File: config.mk
export PLATFORM = sky130hd
export DESIGN_NAME = alu_arbiter_flat
export DESIGN_NICKNAME = d
export VERILOG_FILES = /design/src/rtl/alu_arbiter_if.sv /design/src/rtl/alu_arbiter.sv /design/src/flat_wrapper.sv
export SDC_FILE = /design/constraint.sdc
export NUM_CORES = 1
export LEC_CHECK = 0
export CAP_MARGIN = 20
export CORE_AREA = 10 10 136 138
export DETAILED_ROUTE_END_ITERATION = 10
export DIE_AREA = 0 0 146 148
export PLACE_DENSITY = 0.81
export SLEW_MARGIN = 15
export SYNTH_ARGS = -nofsm -noshare
export SYNTH_HDL_FRONTEND = slang
export SYNTH_SLANG_ARGS = --single-unit
File: constraint.sdc
create_clock -name clk -period 7.45 [get_ports clk]
set_clock_uncertainty 0.1 [all_clocks]
set_input_delay 2.235 -clock clk [delete_from_list [all_inputs] [get_ports clk]]
set_output_delay 2.235 -clock clk [all_outputs]
set_load 0.05 [all_outputs]
File: src/rtl/alu_arbiter_if.sv
// -----------------------------------------------------------------------------
// alu_arbiter_if
//   Bundles the two requester handshakes and the shared-ALU connection of
//   alu_arbiter.
//   Requester i (i = 0,1):
//     reqi/opi/ai/bi            request level and operands (master -> slave)
//     gnti/donei                one-cycle pulses            (slave -> master)
//     resulti/zeroi/erri        last completion of requester i
//   Shared ALU:
//     alu_op/alu_a/alu_b        registered drive to the ALU (slave -> master)
//     alu_result/alu_zero       combinational ALU outputs   (master -> slave)
//   busy                        arbiter is in its EXEC cycle
//   Modports: slave = arbiter side, master = requester/ALU side.
// -----------------------------------------------------------------------------
interface alu_arbiter_if #(
   parameter int WIDTH = 32,
   parameter int OPW   = 4
);
   logic             req0;
   logic [OPW-1:0]   op0;
   logic [WIDTH-1:0] a0;
   logic [WIDTH-1:0] b0;
   logic             gnt0;
   logic             done0;
   logic [WIDTH-1:0] result0;
   logic             zero0;
   logic             err0;

   logic             req1;
   logic [OPW-1:0]   op1;
   logic [WIDTH-1:0] a1;
   logic [WIDTH-1:0] b1;
   logic             gnt1;
   logic             done1;
   logic [WIDTH-1:0] result1;
   logic             zero1;
   logic             err1;

   logic [OPW-1:0]   alu_op;
   logic [WIDTH-1:0] alu_a;
   logic [WIDTH-1:0] alu_b;
   logic [WIDTH-1:0] alu_result;
   logic             alu_zero;
   logic             busy;

   modport slave (
      input  req0, op0, a0, b0, req1, op1, a1, b1, alu_result, alu_zero,
      output gnt0, done0, result0, zero0, err0,
      output gnt1, done1, result1, zero1, err1,
      output alu_op, alu_a, alu_b, busy
   );

   modport master (
      output req0, op0, a0, b0, req1, op1, a1, b1, alu_result, alu_zero,
      input  gnt0, done0, result0, zero0, err0,
      input  gnt1, done1, result1, zero1, err1,
      input  alu_op, alu_a, alu_b, busy
   );
endinterface

File: src/rtl/alu_arbiter.sv
// -----------------------------------------------------------------------------
// alu_arbiter
//   Shares one combinational ALU between two requesters with round-robin
//   arbitration. A grant latches the winner's op/operands into the ALU drive
//   registers; the following cycle (EXEC) the ALU output is captured into the
//   winner's result/zero/err registers with a one-cycle done pulse. One op is
//   completed every two cycles at best.
//   Ports:
//     clk    rising-edge clock
//     reset  asynchronous active-high reset
//     bus    alu_arbiter_if.slave (requester handshakes + shared ALU)
//   Optional (macro ALU_ARBITER_PERF_EN):
//     grant_cnt0/grant_cnt1  grants per requester (wrapping)
//     conflict_cnt           IDLE edges with both requests high (wrapping)
//   All outputs are registered.
// -----------------------------------------------------------------------------
module alu_arbiter #(
   parameter int WIDTH = 32,
   parameter int OPW   = 4
) (
   input  logic        clk,
   input  logic        reset,
   alu_arbiter_if.slave bus
`ifdef ALU_ARBITER_PERF_EN
   ,
   output logic [31:0] grant_cnt0,
   output logic [31:0] grant_cnt1,
   output logic [31:0] conflict_cnt
`endif
);

   typedef enum logic {IDLE = 1'b0, EXEC = 1'b1} state_t;

   state_t           state_reg, state_next;
   logic             rr_ptr_reg, rr_ptr_next;     // preferred requester on a tie
   logic             owner_reg, owner_next;       // requester being served
   logic             illegal_reg, illegal_next;   // served op was not a legal op
   logic [OPW-1:0]   alu_op_reg, alu_op_next;
   logic [WIDTH-1:0] alu_a_reg, alu_a_next;
   logic [WIDTH-1:0] alu_b_reg, alu_b_next;
   logic             gnt0_reg, gnt0_next, gnt1_reg, gnt1_next;
   logic             done0_reg, done0_next, done1_reg, done1_next;
   logic [WIDTH-1:0] result0_reg, result0_next, result1_reg, result1_next;
   logic             zero0_reg, zero0_next, zero1_reg, zero1_next;
   logic             err0_reg, err0_next, err1_reg, err1_next;
   logic             busy_reg, busy_next;

   logic             pick1;
   logic             legal;
   logic [OPW-1:0]   sel_op;
   logic [WIDTH-1:0] sel_a;
   logic [WIDTH-1:0] sel_b;

   function automatic logic op_legal(input logic [OPW-1:0] op);
      return (op == OPW'(0)) || (op == OPW'(1)) || (op == OPW'(2)) ||
             (op == OPW'(6)) || (op == OPW'(7));
   endfunction

   always_comb begin
      state_next   = state_reg;
      rr_ptr_next  = rr_ptr_reg;
      owner_next   = owner_reg;
      illegal_next = illegal_reg;
      alu_op_next  = alu_op_reg;
      alu_a_next   = alu_a_reg;
      alu_b_next   = alu_b_reg;
      gnt0_next    = 1'b0;
      gnt1_next    = 1'b0;
      done0_next   = 1'b0;
      done1_next   = 1'b0;
      result0_next = result0_reg;
      result1_next = result1_reg;
      zero0_next   = zero0_reg;
      zero1_next   = zero1_reg;
      err0_next    = err0_reg;
      err1_next    = err1_reg;
      busy_next    = busy_reg;
      pick1        = 1'b0;
      legal        = 1'b0;
      sel_op       = '0;
      sel_a        = '0;
      sel_b        = '0;

      case (state_reg)
         IDLE: begin
            if (bus.req0 || bus.req1) begin
               // Requester 1 wins when alone, or on a tie when it is preferred.
               pick1  = bus.req1 & (~bus.req0 | rr_ptr_reg);
               sel_op = pick1 ? bus.op1 : bus.op0;
               sel_a  = pick1 ? bus.a1  : bus.a0;
               sel_b  = pick1 ? bus.b1  : bus.b0;
               legal  = op_legal(sel_op);
               // Illegal ops still occupy EXEC but present an all-zero ALU drive.
               alu_op_next  = legal ? sel_op : '0;
               alu_a_next   = legal ? sel_a  : '0;
               alu_b_next   = legal ? sel_b  : '0;
               owner_next   = pick1;
               illegal_next = ~legal;
               rr_ptr_next  = ~pick1;
               gnt0_next    = ~pick1;
               gnt1_next    = pick1;
               busy_next    = 1'b1;
               state_next   = EXEC;
            end
         end
         EXEC: begin
            if (owner_reg) begin
               result1_next = illegal_reg ? '0 : bus.alu_result;
               zero1_next   = ~illegal_reg & bus.alu_zero;
               err1_next    = illegal_reg;
               done1_next   = 1'b1;
            end else begin
               result0_next = illegal_reg ? '0 : bus.alu_result;
               zero0_next   = ~illegal_reg & bus.alu_zero;
               err0_next    = illegal_reg;
               done0_next   = 1'b1;
            end
            busy_next  = 1'b0;
            state_next = IDLE;
         end
         default: state_next = IDLE;
      endcase
   end

   always_ff @(posedge clk or posedge reset) begin
      if (reset) begin
         state_reg   <= IDLE;
         rr_ptr_reg  <= 1'b0;
         owner_reg   <= 1'b0;
         illegal_reg <= 1'b0;
         alu_op_reg  <= '0;
         alu_a_reg   <= '0;
         alu_b_reg   <= '0;
         gnt0_reg    <= 1'b0;
         gnt1_reg    <= 1'b0;
         done0_reg   <= 1'b0;
         done1_reg   <= 1'b0;
         result0_reg <= '0;
         result1_reg <= '0;
         zero0_reg   <= 1'b0;
         zero1_reg   <= 1'b0;
         err0_reg    <= 1'b0;
         err1_reg    <= 1'b0;
         busy_reg    <= 1'b0;
      end else begin
         state_reg   <= state_next;
         rr_ptr_reg  <= rr_ptr_next;
         owner_reg   <= owner_next;
         illegal_reg <= illegal_next;
         alu_op_reg  <= alu_op_next;
         alu_a_reg   <= alu_a_next;
         alu_b_reg   <= alu_b_next;
         gnt0_reg    <= gnt0_next;
         gnt1_reg    <= gnt1_next;
         done0_reg   <= done0_next;
         done1_reg   <= done1_next;
         result0_reg <= result0_next;
         result1_reg <= result1_next;
         zero0_reg   <= zero0_next;
         zero1_reg   <= zero1_next;
         err0_reg    <= err0_next;
         err1_reg    <= err1_next;
         busy_reg    <= busy_next;
      end
   end

   assign bus.gnt0    = gnt0_reg;
   assign bus.gnt1    = gnt1_reg;
   assign bus.done0   = done0_reg;
   assign bus.done1   = done1_reg;
   assign bus.result0 = result0_reg;
   assign bus.result1 = result1_reg;
   assign bus.zero0   = zero0_reg;
   assign bus.zero1   = zero1_reg;
   assign bus.err0    = err0_reg;
   assign bus.err1    = err1_reg;
   assign bus.alu_op  = alu_op_reg;
   assign bus.alu_a   = alu_a_reg;
   assign bus.alu_b   = alu_b_reg;
   assign bus.busy    = busy_reg;

`ifdef ALU_ARBITER_PERF_EN
   logic [31:0] grant_cnt0_reg, grant_cnt1_reg, conflict_cnt_reg;
   logic        conflict;

   assign conflict = (state_reg == IDLE) & bus.req0 & bus.req1;

   always_ff @(posedge clk or posedge reset) begin
      if (reset) begin
         grant_cnt0_reg   <= '0;
         grant_cnt1_reg   <= '0;
         conflict_cnt_reg <= '0;
      end else begin
         if (gnt0_next) grant_cnt0_reg   <= grant_cnt0_reg + 32'd1;
         if (gnt1_next) grant_cnt1_reg   <= grant_cnt1_reg + 32'd1;
         if (conflict)  conflict_cnt_reg <= conflict_cnt_reg + 32'd1;
      end
   end

   assign grant_cnt0   = grant_cnt0_reg;
   assign grant_cnt1   = grant_cnt1_reg;
   assign conflict_cnt = conflict_cnt_reg;
`endif

endmodule

File: src/flat_wrapper.sv
// flat-port wrapper written by rule: the top's interface ports become plain ports
module alu_arbiter_flat 
#(
   parameter int WIDTH = 32,
   parameter int OPW   = 4
)
  (clk, reset, bus_req0, bus_op0, bus_a0, bus_b0, bus_req1, bus_op1, bus_a1, bus_b1, bus_alu_result, bus_alu_zero, bus_gnt0, bus_done0, bus_result0, bus_zero0, bus_err0, bus_gnt1, bus_done1, bus_result1, bus_zero1, bus_err1, bus_alu_op, bus_alu_a, bus_alu_b, bus_busy);
  alu_arbiter_if #(.WIDTH(WIDTH), .OPW(OPW)) bus_i ();
  input  logic clk;
  input  logic reset;
  input wire logic [$bits(bus_i.req0)-1:0] bus_req0;
  input wire logic [$bits(bus_i.op0)-1:0] bus_op0;
  input wire logic [$bits(bus_i.a0)-1:0] bus_a0;
  input wire logic [$bits(bus_i.b0)-1:0] bus_b0;
  input wire logic [$bits(bus_i.req1)-1:0] bus_req1;
  input wire logic [$bits(bus_i.op1)-1:0] bus_op1;
  input wire logic [$bits(bus_i.a1)-1:0] bus_a1;
  input wire logic [$bits(bus_i.b1)-1:0] bus_b1;
  input wire logic [$bits(bus_i.alu_result)-1:0] bus_alu_result;
  input wire logic [$bits(bus_i.alu_zero)-1:0] bus_alu_zero;
  output wire logic [$bits(bus_i.gnt0)-1:0] bus_gnt0;
  output wire logic [$bits(bus_i.done0)-1:0] bus_done0;
  output wire logic [$bits(bus_i.result0)-1:0] bus_result0;
  output wire logic [$bits(bus_i.zero0)-1:0] bus_zero0;
  output wire logic [$bits(bus_i.err0)-1:0] bus_err0;
  output wire logic [$bits(bus_i.gnt1)-1:0] bus_gnt1;
  output wire logic [$bits(bus_i.done1)-1:0] bus_done1;
  output wire logic [$bits(bus_i.result1)-1:0] bus_result1;
  output wire logic [$bits(bus_i.zero1)-1:0] bus_zero1;
  output wire logic [$bits(bus_i.err1)-1:0] bus_err1;
  output wire logic [$bits(bus_i.alu_op)-1:0] bus_alu_op;
  output wire logic [$bits(bus_i.alu_a)-1:0] bus_alu_a;
  output wire logic [$bits(bus_i.alu_b)-1:0] bus_alu_b;
  output wire logic [$bits(bus_i.busy)-1:0] bus_busy;
  assign bus_i.req0 = bus_req0;
  assign bus_i.op0 = bus_op0;
  assign bus_i.a0 = bus_a0;
  assign bus_i.b0 = bus_b0;
  assign bus_i.req1 = bus_req1;
  assign bus_i.op1 = bus_op1;
  assign bus_i.a1 = bus_a1;
  assign bus_i.b1 = bus_b1;
  assign bus_i.alu_result = bus_alu_result;
  assign bus_i.alu_zero = bus_alu_zero;
  assign bus_gnt0 = bus_i.gnt0;
  assign bus_done0 = bus_i.done0;
  assign bus_result0 = bus_i.result0;
  assign bus_zero0 = bus_i.zero0;
  assign bus_err0 = bus_i.err0;
  assign bus_gnt1 = bus_i.gnt1;
  assign bus_done1 = bus_i.done1;
  assign bus_result1 = bus_i.result1;
  assign bus_zero1 = bus_i.zero1;
  assign bus_err1 = bus_i.err1;
  assign bus_alu_op = bus_i.alu_op;
  assign bus_alu_a = bus_i.alu_a;
  assign bus_alu_b = bus_i.alu_b;
  assign bus_busy = bus_i.busy;
  alu_arbiter #(.WIDTH(WIDTH), .OPW(OPW)) u_core (.clk(clk), .reset(reset), .bus(bus_i));
endmodule
==> impl_results.md <==
- Number of CTS-inserted buffers: 17
- Ant. Diodes: 0
- Number of flops mapped to enable cells by yosys: 0
- Area Growth Syn to Fin: 62.1%
- Mapped Cells: 585
- CTS Sinks: 145
- Worst flop-to-flop path startpoint: u_core.rr_ptr_reg
- Die H: 148 um
- CP Cell Sequence: clkdlybuf4s50_1, nand2b_4, nand2_4, buf_4, mux2i_1, o21ai_0
- Endpoints failing setup: 0
- Root Buffer: clkbuf_16
- Slowest cell on the critical path: buf_4
- Combinational power share: 41.7%
- Switching power of the nets: 1.32 mW
- Sw frac: 40.8%
- CTS Buffer Depth: 2
- RePlAce Congestion: 0.780
- Final nets: 1054
- Max H-tree Level: 4
- Yosys Warn Count: 0
- Number of global-route vias before repair: 5486
- CP max stage delay: 0.63 ns
- Max frequency: 241 MHz
- CP delay by family, top: buffers and inverters
- Post-CTS Setup Inserts: 0
- Die W: 146 um
- Wirelength, routed: 20400 um
- Hold Fails Final Rpt: 0
- Avg WL per Cell: 18.4 um
- R2r endpoint: u_core.bus.alu_a[5]
- Leakage: 4.46 nW
- I/O Buffers: 313
- Avg Inst Size Synth: 10.6 um^2
- Total power: 3.24 mW
- DR iter-0 viols: 141
- PwrDens: 323 mW/mm^2
- Die area: 0.0216 mm^2
- Synth Flop Type: dfrtp_1
- Status: finished, final reports clean
- Post-route DRC violation count: 0
- Clock Pin Slew Worst Setup and Hold Paths: 0.06 ns
- Minimum clock period: 4.14 ns
- Layout cell share with drive strength beyond 1: 7.29%
- Core ar.: 0.0157 mm^2
- Reg2reg path depth: 5
- Post-CTS resize count: 0
- Remaining antenna violation count: 0
- Skew-Pair Late Insertion Delay: 0.41 ns
- DP HPWL: 15400 um
- TNS Setup: 0 ns
- Worst path arrival time: 4.29 ns
- Drt pass-1 iters: 4
- Max IR drop VDD: 168 uV
- Min-Delay Endpoint: u_core.bus.alu_b[13]
- Initial antenna violation count: 0
- Cell Area, Synth: 0.00618 mm^2
- CTS Hold Bufs: 0
- Internal: 1.92 mW
- Largest net degree at the start of global routing: 103
- Row cnt: 46
- Sequential Power Share: 32.6%
- CP Data Required Time: 7.60 ns
- Worst hold start: u_core.bus.alu_b[13]
- Top Ports: 314
- Initial Utilization: 39.3%
- CTS tree: yes
- Critical path class: in -> reg
- Post-Syn Nets: 758
- Worst hold stages: 2
- Reg2Reg Setup Slack: 5.20 ns
- Fin crit share: 55.6%
- Via Count: 5315
- Worst rel slew slack: 33.4%
- Total track usage: 18.3%
- Seq/Total Area, Yosys: 58.7%
- Bufs and invs on worst path: 2
- Flops & latches, synth: 145
- Worst min path class: reg -> reg
- RSZ-0062 raised after global routing: false
- Async S/R FF share, synth: 100%
- Worst-path maximum fanout: 40
- Worst-margin pin slew: 1.00 ns
- First-pass GRT wire length: 31000 um
- Critical path endpoint category: flip-flop
- Max_cap viols: 0
- Worst setup SP type: input port
- Post-synth cell types: 30
- Final Max Slew Viols: 0
- Clock network fraction of total power: 25.8%
- Remaining Overflow, GRT: 0
- FILL cells: 1304
- Vias/cell: 4.80
==> worst max path at each step <==
stage                                      to  depth (start not counted)  slack [ns]  startpoint
final                     u_core.bus.alu_a[5]                          6        3.31    bus_req0
after CTS                 u_core.bus.alu_a[5]                          6        3.29    bus_req0
after detailed placement  u_core.bus.alu_a[5]                          6        2.86    bus_req0
after floorplan           u_core.bus.alu_a[0]                          1        1.22       reset
after global placement    u_core.bus.alu_a[2]                          6        2.91    bus_req0
after global routing      u_core.bus.alu_a[5]                          6        3.15    bus_req0
==> worst register-to-register path, stage by stage (launching register included) <==
cell	delay, ns
dfrtp_1	0.41
nand2b_4	0.18
nand2_4	0.37
buf_4	0.65
mux2i_1	0.28
o21ai_0	0.10
==> cell usage in the layout (no fill, tap or decap), types with 4 or more instances in the layout <==
cell and count:
o21ai_1 9, clkbuf_16 17, buf_4 4, nand2b_1 33, a21oi_1 4, inv_6 4
o21ai_0 104, clkdlybuf4s50_1 313, o21ai_2 20, nor2_1 4, nand2_1 133, inv_1 5
dfrtp_1 145, mux2i_1 65
==> logic make-up after synthesis <==
kind of cell           after synthesis  synth area share (%)
AO/OA/AOI/OAI                      145                  13.6
multiplexers                        67                  10.9
flip-flops                         145                  58.7
buffers and inverters               47                  3.89
AND/OR/NAND/NOR                    181                  12.9
==> layout make-up <==
class / instances / area, um^2 / area share [%]
flip-flops and latches: 145 / 3630 / 36.2
repair buffers: 318 / 3190 / 31.9
multi-input cells: 393 / 2330 / 23.2
clock buffers: 18 / 439 / 4.38
well taps: 216 / 270 / 2.70
clock inverters: 12 / 133 / 1.32
inverters: 6 / 27.5 / 0.275
==> metal layers <==
layer	global-route usage, %	vias up	share of wire [%]
li1	-	2567	-
met1	19.2	2496	38
met2	31.1	230	49
met3	10.0	22	12
met4	5.61	0	1.5
met5	0	-	0
==> power by group through the flow <==
stage / Combinational, mW / Clock, mW / Sequential, mW
final: 1.35 / 0.834 / 1.06
after global routing: 1.42 / 0.891 / 1.08
after CTS: 1.36 / 0.853 / 1.06
after detailed placement: 1.36 / 0 / 1.07
after global placement: 1.34 / 0 / 1.06
after floorplan: 0.262 / 0 / 1.63
==> Yosys cell counts (2+ instances only) <==
cell,number,area [um^2]
a21o_1,2,15.0
a21oi_1,4,20.0
and2_1,2,12.5
and3b_1,2,17.5
buf_2,5,25.0
buf_4,2,15.0
buf_6,5,56.3
clkbuf_1,23,86.3
clkbuf_2,4,20.0
clkbuf_4,2,15.0
dfrtp_1,145,3630
inv_1,6,22.5
mux2_2,2,22.5
mux2i_1,65,651
nand2_1,135,507
nand2b_1,34,213
nor2_1,4,15.0
o21ai_0,104,521
o21ai_1,9,45.0
o21ai_2,20,175
==> through the flow <==
step / instances / hold WS (ns) / setup slack, ns / cell area, um^2 / utilization [%]
finish: 1108 / 0.374 / 3.31 / 10000 / 63.7
global placement: 1077 / 0.359 / 2.91 / 9410 / 59.9
detailed placement: 1077 / 0.363 / 2.86 / 9410 / 59.9
CTS: 1107 / 0.376 / 3.29 / 9980 / 63.5
global route: 1108 / 0.402 / 3.15 / 10000 / 63.7
floorplan: 585 / 0.363 / 1.22 / 6180 / -
No activity file was read; power rests on OpenSTA's default activity.
